[src/rtl/lcd_regfile_pkg.sv]
// Shared FSM state encodings and the address-width helper for the LCD shadow register file.
package lcd_regfile_pkg;

  localparam logic [1:0] IDLE  = 2'd0;
  localparam logic [1:0] SCAN  = 2'd1;
  localparam logic [1:0] OFFER = 2'd2;

  function automatic int clog2(input int v);
    int r;
    r = 0;
    for (int i = 0; i < 31; i++)
      if ((1 << i) < v) r = i + 1;
    return r;
  endfunction

endpackage

[src/rtl/lcd_regfile_dirty_scanner.sv]
// Flush-pass FSM: walks the dirty vector once, round-robin, and offers each dirty entry on a valid/ready link.
module lcd_dirty_scanner
  import lcd_regfile_pkg::*;
#(
  parameter int WIDTH  = 8,
  parameter int DEPTH  = 32,
  localparam int ADDR_W = clog2(DEPTH)
) (
  input  logic                        clk,
  input  logic                        resetN,
  input  logic                        flushReq,
  input  logic                        outReady,
  input  logic [DEPTH-1:0]            dirty,
  input  logic [DEPTH-1:0][WIDTH-1:0] regs,
  output logic                        busy,
  output logic                        outValid,
  output logic [ADDR_W-1:0]           outAddr,
  output logic [WIDTH-1:0]            outData,
  output logic                        clrEn,
  output logic [ADDR_W-1:0]           clrAddr
);

  localparam logic [ADDR_W:0]   DEPTH_L = (ADDR_W+1)'(DEPTH);
  localparam logic [ADDR_W-1:0] LAST    = ADDR_W'(DEPTH - 1);

  logic [1:0]        state;
  logic [ADDR_W-1:0] scanPtr, ptrNext;
  logic [ADDR_W:0]   visited, visNext;

  assign ptrNext  = (scanPtr == LAST) ? '0 : scanPtr + 1'b1;
  assign visNext  = visited + 1'b1;
  assign busy     = (state != IDLE);
  assign outValid = (state == OFFER);
  assign clrEn    = outValid && outReady;
  assign clrAddr  = outAddr;

  always_ff @(posedge clk or negedge resetN) begin
    if (!resetN) begin
      state   <= IDLE;
      scanPtr <= '0;
      visited <= '0;
      outAddr <= '0;
      outData <= '0;
    end else begin
      case (state)
        IDLE: if (flushReq) begin
          state   <= SCAN;
          visited <= '0;
        end
        SCAN: if (dirty[scanPtr]) begin
          outAddr <= scanPtr;
          outData <= regs[scanPtr];
          state   <= OFFER;
        end else begin
          scanPtr <= ptrNext;
          visited <= visNext;
          if (visNext == DEPTH_L) state <= IDLE;
        end
        OFFER: if (outReady) begin
          scanPtr <= ptrNext;
          visited <= visNext;
          state   <= (visNext == DEPTH_L) ? IDLE : SCAN;
        end
        default: state <= IDLE;
      endcase
    end
  end

endmodule

[src/rtl/lcd_shadow_register_file.sv]
// Shadow register array with dirty tracking, registered read-first port and a dirty-entry flush stream.
module lcd_shadow_register_file
  import lcd_regfile_pkg::*;
#(
  parameter int WIDTH  = 8,
  parameter int DEPTH  = 32,
  localparam int ADDR_W = clog2(DEPTH)
) (
  input  logic              clk,
  input  logic              resetN,
  input  logic              wrEn,
  input  logic [ADDR_W-1:0] wrAddr,
  input  logic [WIDTH-1:0]  wrData,
  input  logic [ADDR_W-1:0] rdAddr,
  output logic [WIDTH-1:0]  rdData,
  input  logic              flushReq,
  output logic              busy,
  output logic              outValid,
  input  logic              outReady,
  output logic [ADDR_W-1:0] outAddr,
  output logic [WIDTH-1:0]  outData,
  output logic [ADDR_W:0]   dirtyCount
);

  localparam logic [ADDR_W:0] DEPTH_L = (ADDR_W+1)'(DEPTH);

  logic [DEPTH-1:0][WIDTH-1:0] regs;
  logic [DEPTH-1:0]            dirty;
  logic                        wrHit, rdHit, clrEn, inc, dec;
  logic [ADDR_W-1:0]           clrAddr;

  assign wrHit = wrEn && ({1'b0, wrAddr} < DEPTH_L);
  assign rdHit = ({1'b0, rdAddr} < DEPTH_L);
  assign inc   = wrHit && !dirty[wrAddr];
  // A write landing on the entry being acknowledged keeps it dirty, so no decrement.
  assign dec   = clrEn && !(wrHit && (wrAddr == clrAddr));

  always_ff @(posedge clk or negedge resetN) begin
    if (!resetN) begin
      regs       <= '0;
      dirty      <= '0;
      rdData     <= '0;
      dirtyCount <= '0;
    end else begin
      rdData <= rdHit ? regs[rdAddr] : '0;
      if (wrHit) regs[wrAddr] <= wrData;
      if (clrEn) dirty[clrAddr] <= 1'b0;
      if (wrHit) dirty[wrAddr] <= 1'b1;
      case ({inc, dec})
        2'b10:   dirtyCount <= dirtyCount + 1'b1;
        2'b01:   dirtyCount <= dirtyCount - 1'b1;
        default: dirtyCount <= dirtyCount;
      endcase
    end
  end

  lcd_dirty_scanner #(.WIDTH(WIDTH), .DEPTH(DEPTH)) uScanner (
    .clk      (clk),
    .resetN   (resetN),
    .flushReq (flushReq),
    .outReady (outReady),
    .dirty    (dirty),
    .regs     (regs),
    .busy     (busy),
    .outValid (outValid),
    .outAddr  (outAddr),
    .outData  (outData),
    .clrEn    (clrEn),
    .clrAddr  (clrAddr)
  );

endmodule

[config.mk]
export PLATFORM = sky130hd
export DESIGN_NAME = lcd_shadow_register_file
export DESIGN_NICKNAME = d
export VERILOG_FILES = /design/src/rtl/lcd_regfile_pkg.sv /design/src/rtl/lcd_regfile_dirty_scanner.sv /design/src/rtl/lcd_shadow_register_file.sv
export SDC_FILE = /design/constraint.sdc
export NUM_CORES = 1
export LEC_CHECK = 0
export CAP_MARGIN = 10
export CORE_MARGIN = 10
export CORE_UTILIZATION = 55
export DETAILED_ROUTE_END_ITERATION = 16
export GPL_TIMING_DRIVEN = 0
export PLACE_DENSITY_LB_ADDON = 0.15
export SLEW_MARGIN = 20
export SYNTH_ARGS = -nofsm -noshare
export SYNTH_HDL_FRONTEND = slang
export SYNTH_HIERARCHICAL = 1
export SYNTH_SLANG_ARGS = --single-unit
[constraint.sdc]
create_clock -name clk -period 2.83 [get_ports clk]
set_clock_uncertainty 0.1 [all_clocks]
set_input_delay 0.566 -clock clk [delete_from_list [all_inputs] [get_ports clk]]
set_output_delay 0.566 -clock clk [all_outputs]
set_load 0.05 [all_outputs]
; ---- Word level (Yosys, flattened, before mapping)
; Cells that the tools add are included.
[word_totals]
word_cells = 113
inputBits = 23
output_inout_bits = 29
ff_bits = 328
[classes]
reduce_logical = 17
eq_ne = 11
n_addsub = 4
muxes = 32
bitwise = 3
magnitude_cmp = 6
[ops]
columns = operator, count
row1 = 256-bit bitwise mux, 1
row2 = 8-bit binary-select mux with 5-bit select, 2
row3 = 32-bit 2-to-1 mux, 2
row4 = 8-bit demux with 5-bit select, 1
row5 = 32-bit bitwise AND, 1
row6 = 32-bit NOT, 1
row7 = 32-bit bitwise OR, 1
row8 = 5-bit by 6-bit less-than comparator with 1-bit output (second input constant), 4
row9 = 8-bit 2-to-1 mux, 3
row10 = 6-bit 2-to-1 mux, 3
row11 = 6-bit case mux with 3 select lines, 1
row12 = 5-bit 2-to-1 mux, 3
row13 = 6-bit by 1-bit adder with 6-bit output (second input constant), 2
row14 = 6-bit case mux with 2 select lines, 1
row15 = 1-bit binary-select mux with 5-bit select, 2
row16 = 1-bit demux with 5-bit select, 2
row17 = 5-bit by 1-bit greater-or-equal comparator with 1-bit output (second input constant), 2
row18 = 5-bit case mux with 2 select lines, 1
row19 = 2-bit 2-to-1 mux, 4
row20 = 6-bit equality test (second input constant), 1
row21 = 1-bit logical AND, 6
row22 = 2-bit inequality test (second input constant), 3
row23 = 2-bit case mux with 3 select lines, 1
row24 = 3-bit AND reduction, 2
row25 = 14 further kinds, 23

; ---- Logic depth before layout (Yosys ltp)
; Gate-level depths: netlist of run 1.
[logic_depth]
depth_word = 9
mapped_depth = 12

; ---- Hierarchy
; Netlist of run 1, hierarchy kept.
[by_module_without_submodules]
columns = mod, cells_per_inst, instances, area_each_um2, seq_area_each_um2
row1 = lcd_shadow_register_file, 995, 1, 14032.2, 7557.2
row2 = lcd_dirty_scanner, 465, 1, 4217.8, 650.6

; ---- Least setup slack after synthesis of run 1
; Ideal clock, no wire load.
[synth_path]
path_kind = input to register
from = input port wrAddr[1]
to = register dirtyCount[5]
n_path_buf = 2
arrival_ps = 3275
required_time_ps = 2587
setup_slack_ps = -688
path_stages = 11
path_cell_list = buf_2 buf_4 mux2_2 a2111oi_0 o21bai_1 ha_1 ha_1 a211o_1 nand3_1 or4b_1 xor2_1
[synth_via]
elab_chain_len = 6
elab_cells_between_ends = 12
[synth_rtl]
columns = item, line_no
row1 = start: declaration, lcd_shadow_register_file.sv:12  ; input logic [ADDR_W-1:0] wrAddr,
row2 = 1-bit binary-select mux with 5-bit select or 5-bit equality test (tied branches), "lcd_shadow_register_file.sv:34, lcd_shadow_register_file.sv:36"
row3 = 1-bit 2-to-1 mux (implied by the code) or 1-bit logical AND (tied branches), "lcd_shadow_register_file.sv:34, lcd_shadow_register_file.sv:36"
row4 = 1-bit zero test (on tied branches), "lcd_shadow_register_file.sv:34, lcd_shadow_register_file.sv:36"
row5 = 1-bit logical AND (on tied branches), "lcd_shadow_register_file.sv:34, lcd_shadow_register_file.sv:36"
row6 = 2-bit by 1-bit equality test with 1-bit output or 2-bit equality test (tied branches), lcd_shadow_register_file.sv:49  ; case ({inc, dec})
row7 = 6-bit case mux with 2 select lines or 2-bit nonzero test (tied branches), -
row8 = end signal: assignment, lcd_shadow_register_file.sv:50  ; 2'b10: dirtyCount <= dirtyCount + 1'b1;
row9 = end signal: assignment, lcd_shadow_register_file.sv:51  ; 2'b01: dirtyCount <= dirtyCount - 1'b1;
row10 = end signal: assignment, lcd_shadow_register_file.sv:52  ; default: dirtyCount <= dirtyCount;
row11 = end: declaration, lcd_shadow_register_file.sv:22  ; output logic [ADDR_W:0] dirtyCount
; Several ways; a longest one is shown, not always the timed one. The select of a mux whose other input is x is not followed.
; A chain may end at the register's enable or synchronous reset.

; ---- Worst setup path in the final report of run 1
[layout_path]
from = register dirty[27]
to = register dirtyCount[5]
[layout_via]
elab_chain_len = 6
elab_cells_between_ends = 8
[layout_rtl]
columns = item, line_no
row1 = start: declaration, lcd_shadow_register_file.sv:28  ; logic [DEPTH-1:0] dirty;
row2 = start signal: assignment, lcd_shadow_register_file.sv:41  ; dirty <= '0;
row3 = start signal: indexed assignment, lcd_shadow_register_file.sv:47  ; if (clrEn) dirty[clrAddr] <= 1'b0;
row4 = start signal: indexed assignment, lcd_shadow_register_file.sv:48  ; if (wrHit) dirty[wrAddr] <= 1'b1;
row5 = 1-bit binary-select mux with 5-bit select *, lcd_shadow_register_file.sv:34  ; assign inc = wrHit && !dirty[wrAddr];
row6 = 1-bit 2-to-1 mux (implied by the code) *, lcd_shadow_register_file.sv:34
row7 = 1-bit zero test *, lcd_shadow_register_file.sv:34
row8 = 1-bit logical AND *, lcd_shadow_register_file.sv:34
row9 = 2-bit by 1-bit equality test with 1-bit output or 2-bit equality test (tied branches), lcd_shadow_register_file.sv:49
row10 = 6-bit case mux with 2 select lines or 2-bit nonzero test (tied branches), -
; Every way passes the cells marked *; elsewhere a longest branch is shown, timed or not. The select of a mux whose other input is x is not followed.

==> results.sh, run 1 <==
export IMPL_status="finished with violations"
export IMPL_violations="negative setup slack"
export IMPL_endpoint_kind="register"
export IMPL_drc=0
export IMPL_yosys_warnings=6
export IMPL_rr_worst_depth=10
export IMPL_die_area_um2=40900
export IMPL_cts_tree="done"
export IMPL_clock_latency_ns=0.55
export IMPL_reg2reg_slack_ns=-0.26
export IMPL_antenna_found_initial=2
export IMPL_pre_cts_slack_ns=-1.21
export IMPL_ys_types=77
export IMPL_yosys_top_cells_area="dfrtp_1 45%, mux2_2 15%, mux4_2 6.9%"
export IMPL_postPlaceCellArea_um2=19400
export IMPL_grt_use_total=0.287
export IMPL_std_cell_rows=66
export IMPL_first_pass_iters=5
export IMPL_nFillCells=2506
export IMPL_routed_via_density=6.81
export IMPL_synth_edf_count=0
export IMPL_cts_htree_levels=2
export IMPL_rr_endpoint="dirtyCount[5]$_DFFE_PN0P_"
export IMPL_slowest_stage="mux4_2"
export IMPL_maxCapViolCount=0
export IMPL_dp_final_hpwl_mm=41.5
export IMPL_crit_arrival_ns=3.41
export IMPL_cts_max_path_buffers=3
export IMPL_fin_nets=1599
export IMPL_vdd_ir_drop_worst_uv=569
export IMPL_initial_core_util=0.559
export IMPL_required_ns=3.15
export IMPL_crit_fanout=8
export IMPL_numCtsBuffers=38
export IMPL_clkTransAtPathRegs_ns=0.06
export IMPL_area_delta_synth_final_pct=14.9
export IMPL_powerDensity_nw_per_um2=967
export IMPL_worst_slew_pin_slew_ns=0.943
export IMPL_min_period_over_period=1.09
export IMPL_fmax_ghz=0.323
export IMPL_wl_per_cell_um=29.4
export IMPL_cts_root_buf="clkbuf_16"
export IMPL_grt_pass1_wl_mm=89.0
export IMPL_critPathKind="register to register"
export IMPL_leakagePower_nw=9.23
export IMPL_setup_tns_ns=-0.413
export IMPL_grt_pass1_vias=13700
export IMPL_slew_viol_final=0
export IMPL_syn_nets=1496
export IMPL_synth_cells=1460
export IMPL_setup_worst_path_start="dirty[27]$_DFF_PN0_"
export IMPL_hold_violations=0
export IMPL_ys_seq_area_frac=0.450
export IMPL_max_slew_margin=0.372
export IMPL_final_cell_mix="328 x dfrtp_1, 245 x mux2_2, 105 x mux2i_1"
export IMPL_yosysTopAreaCell="dfrtp_1"
export IMPL_synthArstFlopShare=1.00
export IMPL_fin_crit_ns=3.09
export IMPL_worstSetupEndpoint="dirtyCount[5]$_DFFE_PN0P_"
export IMPL_finalSetupViolCount=3
export IMPL_overflow=0
export IMPL_die_w_um=202
export IMPL_path_cells="mux4_2, a32oi_1, nand4_1, o21bai_4, ha_4, ha_4, a211o_1, nand3_1, or4b_1, xor2_1"
export IMPL_startpoint_type="register"
export IMPL_grt_max_degree=98
export IMPL_rsz0062_at_grt="true"
export IMPL_detail_route_antenna_nets=0
export IMPL_drtIter0Drc=1396
export IMPL_final_common_cell="dfrtp_1"
export IMPL_routed_wl_mm=59.7
export IMPL_synth_seq_cells=328
export IMPL_netlist_area_um2=18300
export IMPL_dieHeight_um=202
export IMPL_drive_above_1_share=0.311
export IMPL_final_cell_area_um2=21000
export IMPL_crit_top_cell="ha_4"
export IMPL_io_buffer_count=47
export IMPL_setup_ws_ns=-0.265
export IMPL_coreArea_um2=32600
export IMPL_hp_class="register to register"
export IMPL_clock_sinks=328
export IMPL_synth_top_area_share=0.450
export IMPL_synthFlopType="dfrtp_1"
export IMPL_synth_avg_cell_area_um2=12.5
export IMPL_globalplace_congestion=0.969
export IMPL_vias=13800
export IMPL_rr_startpoint="dirty[27]$_DFF_PN0_"
export IMPL_pin_count=52
export IMPL_slowest_delay_ns=0.48
[worst min-delay path by stage]
stage / start / to / slack [ns] / cells past startpoint
2_1_floorplan: resetN / dirtyCount[0]$_DFFE_PN0P_ / 0.17 / 0
3_5_place_dp: dirtyCount[5]$_DFFE_PN0P_ / dirtyCount[5]$_DFFE_PN0P_ / 0.36 / 1
3_3_place_gp: dirtyCount[5]$_DFFE_PN0P_ / dirtyCount[5]$_DFFE_PN0P_ / 0.36 / 1
4_1_cts: dirtyCount[5]$_DFFE_PN0P_ / dirtyCount[5]$_DFFE_PN0P_ / 0.37 / 1
6_report: dirtyCount[5]$_DFFE_PN0P_ / dirtyCount[5]$_DFFE_PN0P_ / 0.36 / 1
5_1_grt: dirtyCount[5]$_DFFE_PN0P_ / dirtyCount[5]$_DFFE_PN0P_ / 0.40 / 1
[state kept, by name (all words and copies together) (netlist names)]
name	flops
rdData	8
uScanner/state	2
uScanner/outData	8
dirty	32
regs	256
uScanner/clrAddr	5
dirtyCount	6
uScanner/scanPtr	5
uScanner/visited	6
[routing by layer]
| layer | share of wire | vias up | global-route usage |
|---|---|---|---|
| li1 | - | 5774 | - |
| met1 | 0.39 | 7113 | 0.371 |
| met2 | 0.46 | 772 | 0.449 |
| met3 | 0.095 | 188 | 0.0627 |
| met4 | 0.055 | 2 | 0.146 |
| met5 | 0.00018 | - | 0 |
[synth_stat cells (all sizes together) (11+ instances only)]
master,count
mux2i,105
ha,12
a22o,11
mux2,289
a221oi,18
nand2b,12
a22oi,43
o21ai,104
o22ai,11
dfrtp,328
nor2,43
o211ai,14
clkbuf,54
nor2b,15
mux4,72
buf,62
nand2,78
a21oi,20
inv,16
nand3,45
[timing repair]
item / 4_1_cts / 5_1_grt
pin swaps: 7 / 4
gates resized for setup: 34 / 21
hold buffers: 1 / 0
buffers inserted: 7 / 5
endpoints found under the hold margin: 58 / 0
cloned: 0 / 1
setup endpoints to repair: 18 / 15
[worst max-delay path: cells and delay by family (launching register included)]
family,cells,cell delay (ns)
XOR/XNOR,1,0.15
multiplexers,1,0.48
AND/OR/NAND/NOR,3,0.66
adder cells (fa/ha/maj),2,0.47
flip-flops,1,0.39
AO/OA/AOI/OAI,3,0.71
[through the flow]
| step | hold WS (ns) | utilization | total power [W] | instances |
|---|---|---|---|---|
| final | 0.361 | 0.643 | 0.0203 | 2035 |
| after detailed placement | 0.359 | 0.596 | 0.0149 | 1952 |
| after global routing | 0.398 | 0.643 | 0.0210 | 2034 |
| after floorplan | 0.170 | - | 0.0121 | 1460 |
| after CTS | 0.368 | 0.640 | 0.0200 | 2028 |
| after global placement | 0.356 | 0.593 | 0.0147 | 1949 |
[final cells by class]
| type | count | area (µm²) | area share |
|---|---|---|---|
| Multi-Input combinational cell | 1000 | 9500 | 0.453 |
| Sequential cell | 328 | 8210 | 0.391 |
| Timing Repair Buffer | 64 | 673 | 0.0321 |
| Tap cell | 442 | 553 | 0.0264 |
| Buffer | 115 | 712 | 0.0340 |
| Antenna cell | 1 | 2.50 | 0.000119 |
| Clock inverter | 9 | 114 | 0.00543 |
| Clock buffer | 60 | 1140 | 0.0545 |
| Inverter | 16 | 60.1 | 0.00286 |
[kinds of logic (layout without fill, tap and decap cells)]
logic type	after synthesis	in the layout	synth area share
AOI/OAI and AO/OA	265	265	0.0973
xor gates and xnor gates	10	10	0.00480
adders and majority gates	13	13	0.00932
buffers and inverters	132	264	0.0391
DFF	328	328	0.450
muxes	466	466	0.328
other	0	1	0
and+or+nand+nor	246	246	0.0717
[report_power, final]
group          internal [W]  total, W  switching (W)  leakage [nW]
Clock               0.00296   0.00499        0.00202         0.620
Combinational       0.00359   0.00857        0.00498          4.46
Sequential          0.00577   0.00671       0.000937          4.15
Total                0.0123    0.0203        0.00794          9.23
No activity file was read; power rests on OpenSTA's default activity.
==> inputs of run 2 (changes only) <==
SLEW_MARGIN = default   (was 20)
==> results.sh, run 2 (synthesis gave the netlist of run 1 again) <==
export IMPL_cts_htree_levels=2
export IMPL_fin_nets=1600
export IMPL_slowest_stage="or4b_4"
export IMPL_slew_viol_final=0
export IMPL_cts_tree="done"
export IMPL_hp_class="input port to async pin"
export IMPL_maxCapViolCount=0
export IMPL_regMostFlops="regs"
export IMPL_top_regs="regs: 256 flops, dirty: 32 flops"
export IMPL_numCtsBuffers=38
export IMPL_die_area_um2=40900
export IMPL_largest_register_ffs=256
export IMPL_pre_cts_slack_ns=-1.21
export IMPL_max_slew_margin=0.126
export IMPL_first_pass_iters=5
export IMPL_grt_max_degree=122
export IMPL_required_ns=3.15
export IMPL_pin_count=52
export IMPL_reg2reg_slack_ns=-0.25
export IMPL_worst_slew_pin_slew_ns=1.31
export IMPL_n_antenna_cell=0
export IMPL_pwr_share_seq=0.330
export IMPL_area_delta_synth_final_pct=14.7
export IMPL_routed_via_density=6.79
export IMPL_violations="negative hold slack, negative setup slack"
export IMPL_dieHeight_um=202
export IMPL_crit_top_cell="ha_4"
export IMPL_initial_core_util=0.559
export IMPL_final_common_cell="dfrtp_1"
export IMPL_crit_family="compound AO/OA/AOI/OAI gates"
export IMPL_rsz0062_at_grt="true"
export IMPL_hold_violations=15
export IMPL_routed_wl_mm=60.1
export IMPL_leakagePower_nw=9.20
export IMPL_crit_arrival_ns=3.40
export IMPL_cts_max_path_buffers=3
export IMPL_vdd_ir_drop_worst_uv=540
export IMPL_drtIter0Drc=1415
export IMPL_holdWs_ns=-0.0476
export IMPL_p_int_w=0.0123
export IMPL_detail_route_antenna_nets=0
export IMPL_postCtsHoldBufs=0
export IMPL_grt_pass1_wl_mm=89.6
export IMPL_status="finished with violations"
export IMPL_finalSetupViolCount=6
export IMPL_final_cell_mix="328 x dfrtp_1, 245 x mux2_2, 105 x mux2i_1"
export IMPL_crit_fanout=10
export IMPL_grt_use_total=0.289
export IMPL_setup_ws_ns=-0.252
export IMPL_path_cells="clkdlybuf4s15_2, buf_6, buf_8, mux4_2, a32oi_1, nand4_1, o21bai_4, ha_4, ha_4, a211o_1, nand3_1, or4b_4, xor2_1"
export IMPL_fmax_ghz=0.324
export IMPL_die_w_um=202
export IMPL_setup_tns_ns=-0.450
export IMPL_io_buffer_count=47
export IMPL_std_cell_rows=66
export IMPL_drc=0
export IMPL_clkTransAtPathRegs_ns=0.06
export IMPL_cts_root_buf="clkbuf_16"
export IMPL_crit_buf_inv=3
export IMPL_grt_pass1_vias=14000
export IMPL_slowest_delay_ns=0.45
export IMPL_power_switching_w=0.00798
export IMPL_dp_final_hpwl_mm=41.6
export IMPL_clock_sinks=328
export IMPL_drive_above_1_share=0.312
export IMPL_wl_per_cell_um=29.6
export IMPL_vias=13800
export IMPL_coreArea_um2=32600
export IMPL_p_clk_frac=0.244
export IMPL_antenna_found_initial=0
export IMPL_swShare=0.393
export IMPL_clock_latency_ns=0.55
export IMPL_startpoint_type="input port"
export IMPL_comb_power_share=0.426
export IMPL_fin_crit_ns=3.08
export IMPL_globalplace_congestion=0.969
export IMPL_endpoint_kind="register"
export IMPL_min_period_over_period=1.09
export IMPL_powerDensity_nw_per_um2=971
export IMPL_critPathKind="input port to register"
export IMPL_overflow=0
[run 2: metrics by stage]
stage / util / power, W / area, µm² / cells
final: 0.642 / 0.0203 / 20900 / 2030
after detailed placement: 0.595 / 0.0149 / 19400 / 1951
after global routing: 0.642 / 0.0210 / 20900 / 2030
after CTS: 0.639 / 0.0200 / 20800 / 2024
after floorplan: - / 0.0121 / 18300 / 1460
after global placement: 0.593 / 0.0147 / 19400 / 1949
[run 2: final timing paths]
check / start / end / cells past startpoint
worst max-delay path: wrAddr[1] / dirtyCount[5]$_DFFE_PN0P_ / 13
worst min-delay path: resetN / uScanner/visited[4]$_DFFE_PN0P_ / 1
worst max register to register: dirty[27]$_DFF_PN0_ / dirtyCount[5]$_DFFE_PN0P_ / 10
worst min register to register: dirtyCount[5]$_DFFE_PN0P_ / dirtyCount[5]$_DFFE_PN0P_ / 1
max in group asynchronous: resetN / regs[43]$_DFFE_PN0P_ / 3
min in group clk: dirtyCount[5]$_DFFE_PN0P_ / dirtyCount[5]$_DFFE_PN0P_ / 1
[run 2: power by group through the flow]
stage / Combinational [W] / Clock (W) / Sequential, W
finish: 0.00865 / 0.00496 / 0.00671
global route: 0.00900 / 0.00517 / 0.00684
CTS: 0.00829 / 0.00498 / 0.00668
detailed placement: 0.00820 / 0 / 0.00675
global placement: 0.00803 / 0 / 0.00671
floorplan: 0.00533 / 0 / 0.00680
[run 2: per-layer routing]
metal | vias to the layer above | GRT usage | wire length (µm) | share of wire
met3 | 179 | 0.0652 | 5660 | 0.094
met1 | 7073 | 0.369 | 23300 | 0.39
met5 | - | 0 | 0 | 0
met2 | 804 | 0.448 | 27500 | 0.46
li1 | 5737 | - | - | -
met4 | 0 | 0.161 | 3580 | 0.060
[run 2: what timing repair did]
action / in CTS / in global routing
gates cloned: 1 / 0
gates resized for setup: 33 / 24
setup endpoints to repair: 18 / 15
pin swaps: 6 / 12
setup buffers: 9 / 6
[run 2: worst reg2reg max path: stages, from the launching register on]
cell      delay, ns
dfrtp_1        0.39
mux4_2         0.48
a32oi_1        0.20
nand4_1        0.14
o21bai_4       0.22
ha_4           0.23
ha_4           0.25
a211o_1        0.29
nand3_1        0.07
or4b_4         0.45
xor2_1         0.15
[run 2: cell type report]
cell class | instances | area [µm²]
plain buffers | 115 | 714
clock buffers | 53 | 1090
clock inverters | 11 | 151
fillers | 2587 | 11700
inverters | 16 | 60.1
multi-input cells | 1000 | 9510
flip-flops and latches | 328 | 8210
well taps | 442 | 553
repair buffers | 65 | 651
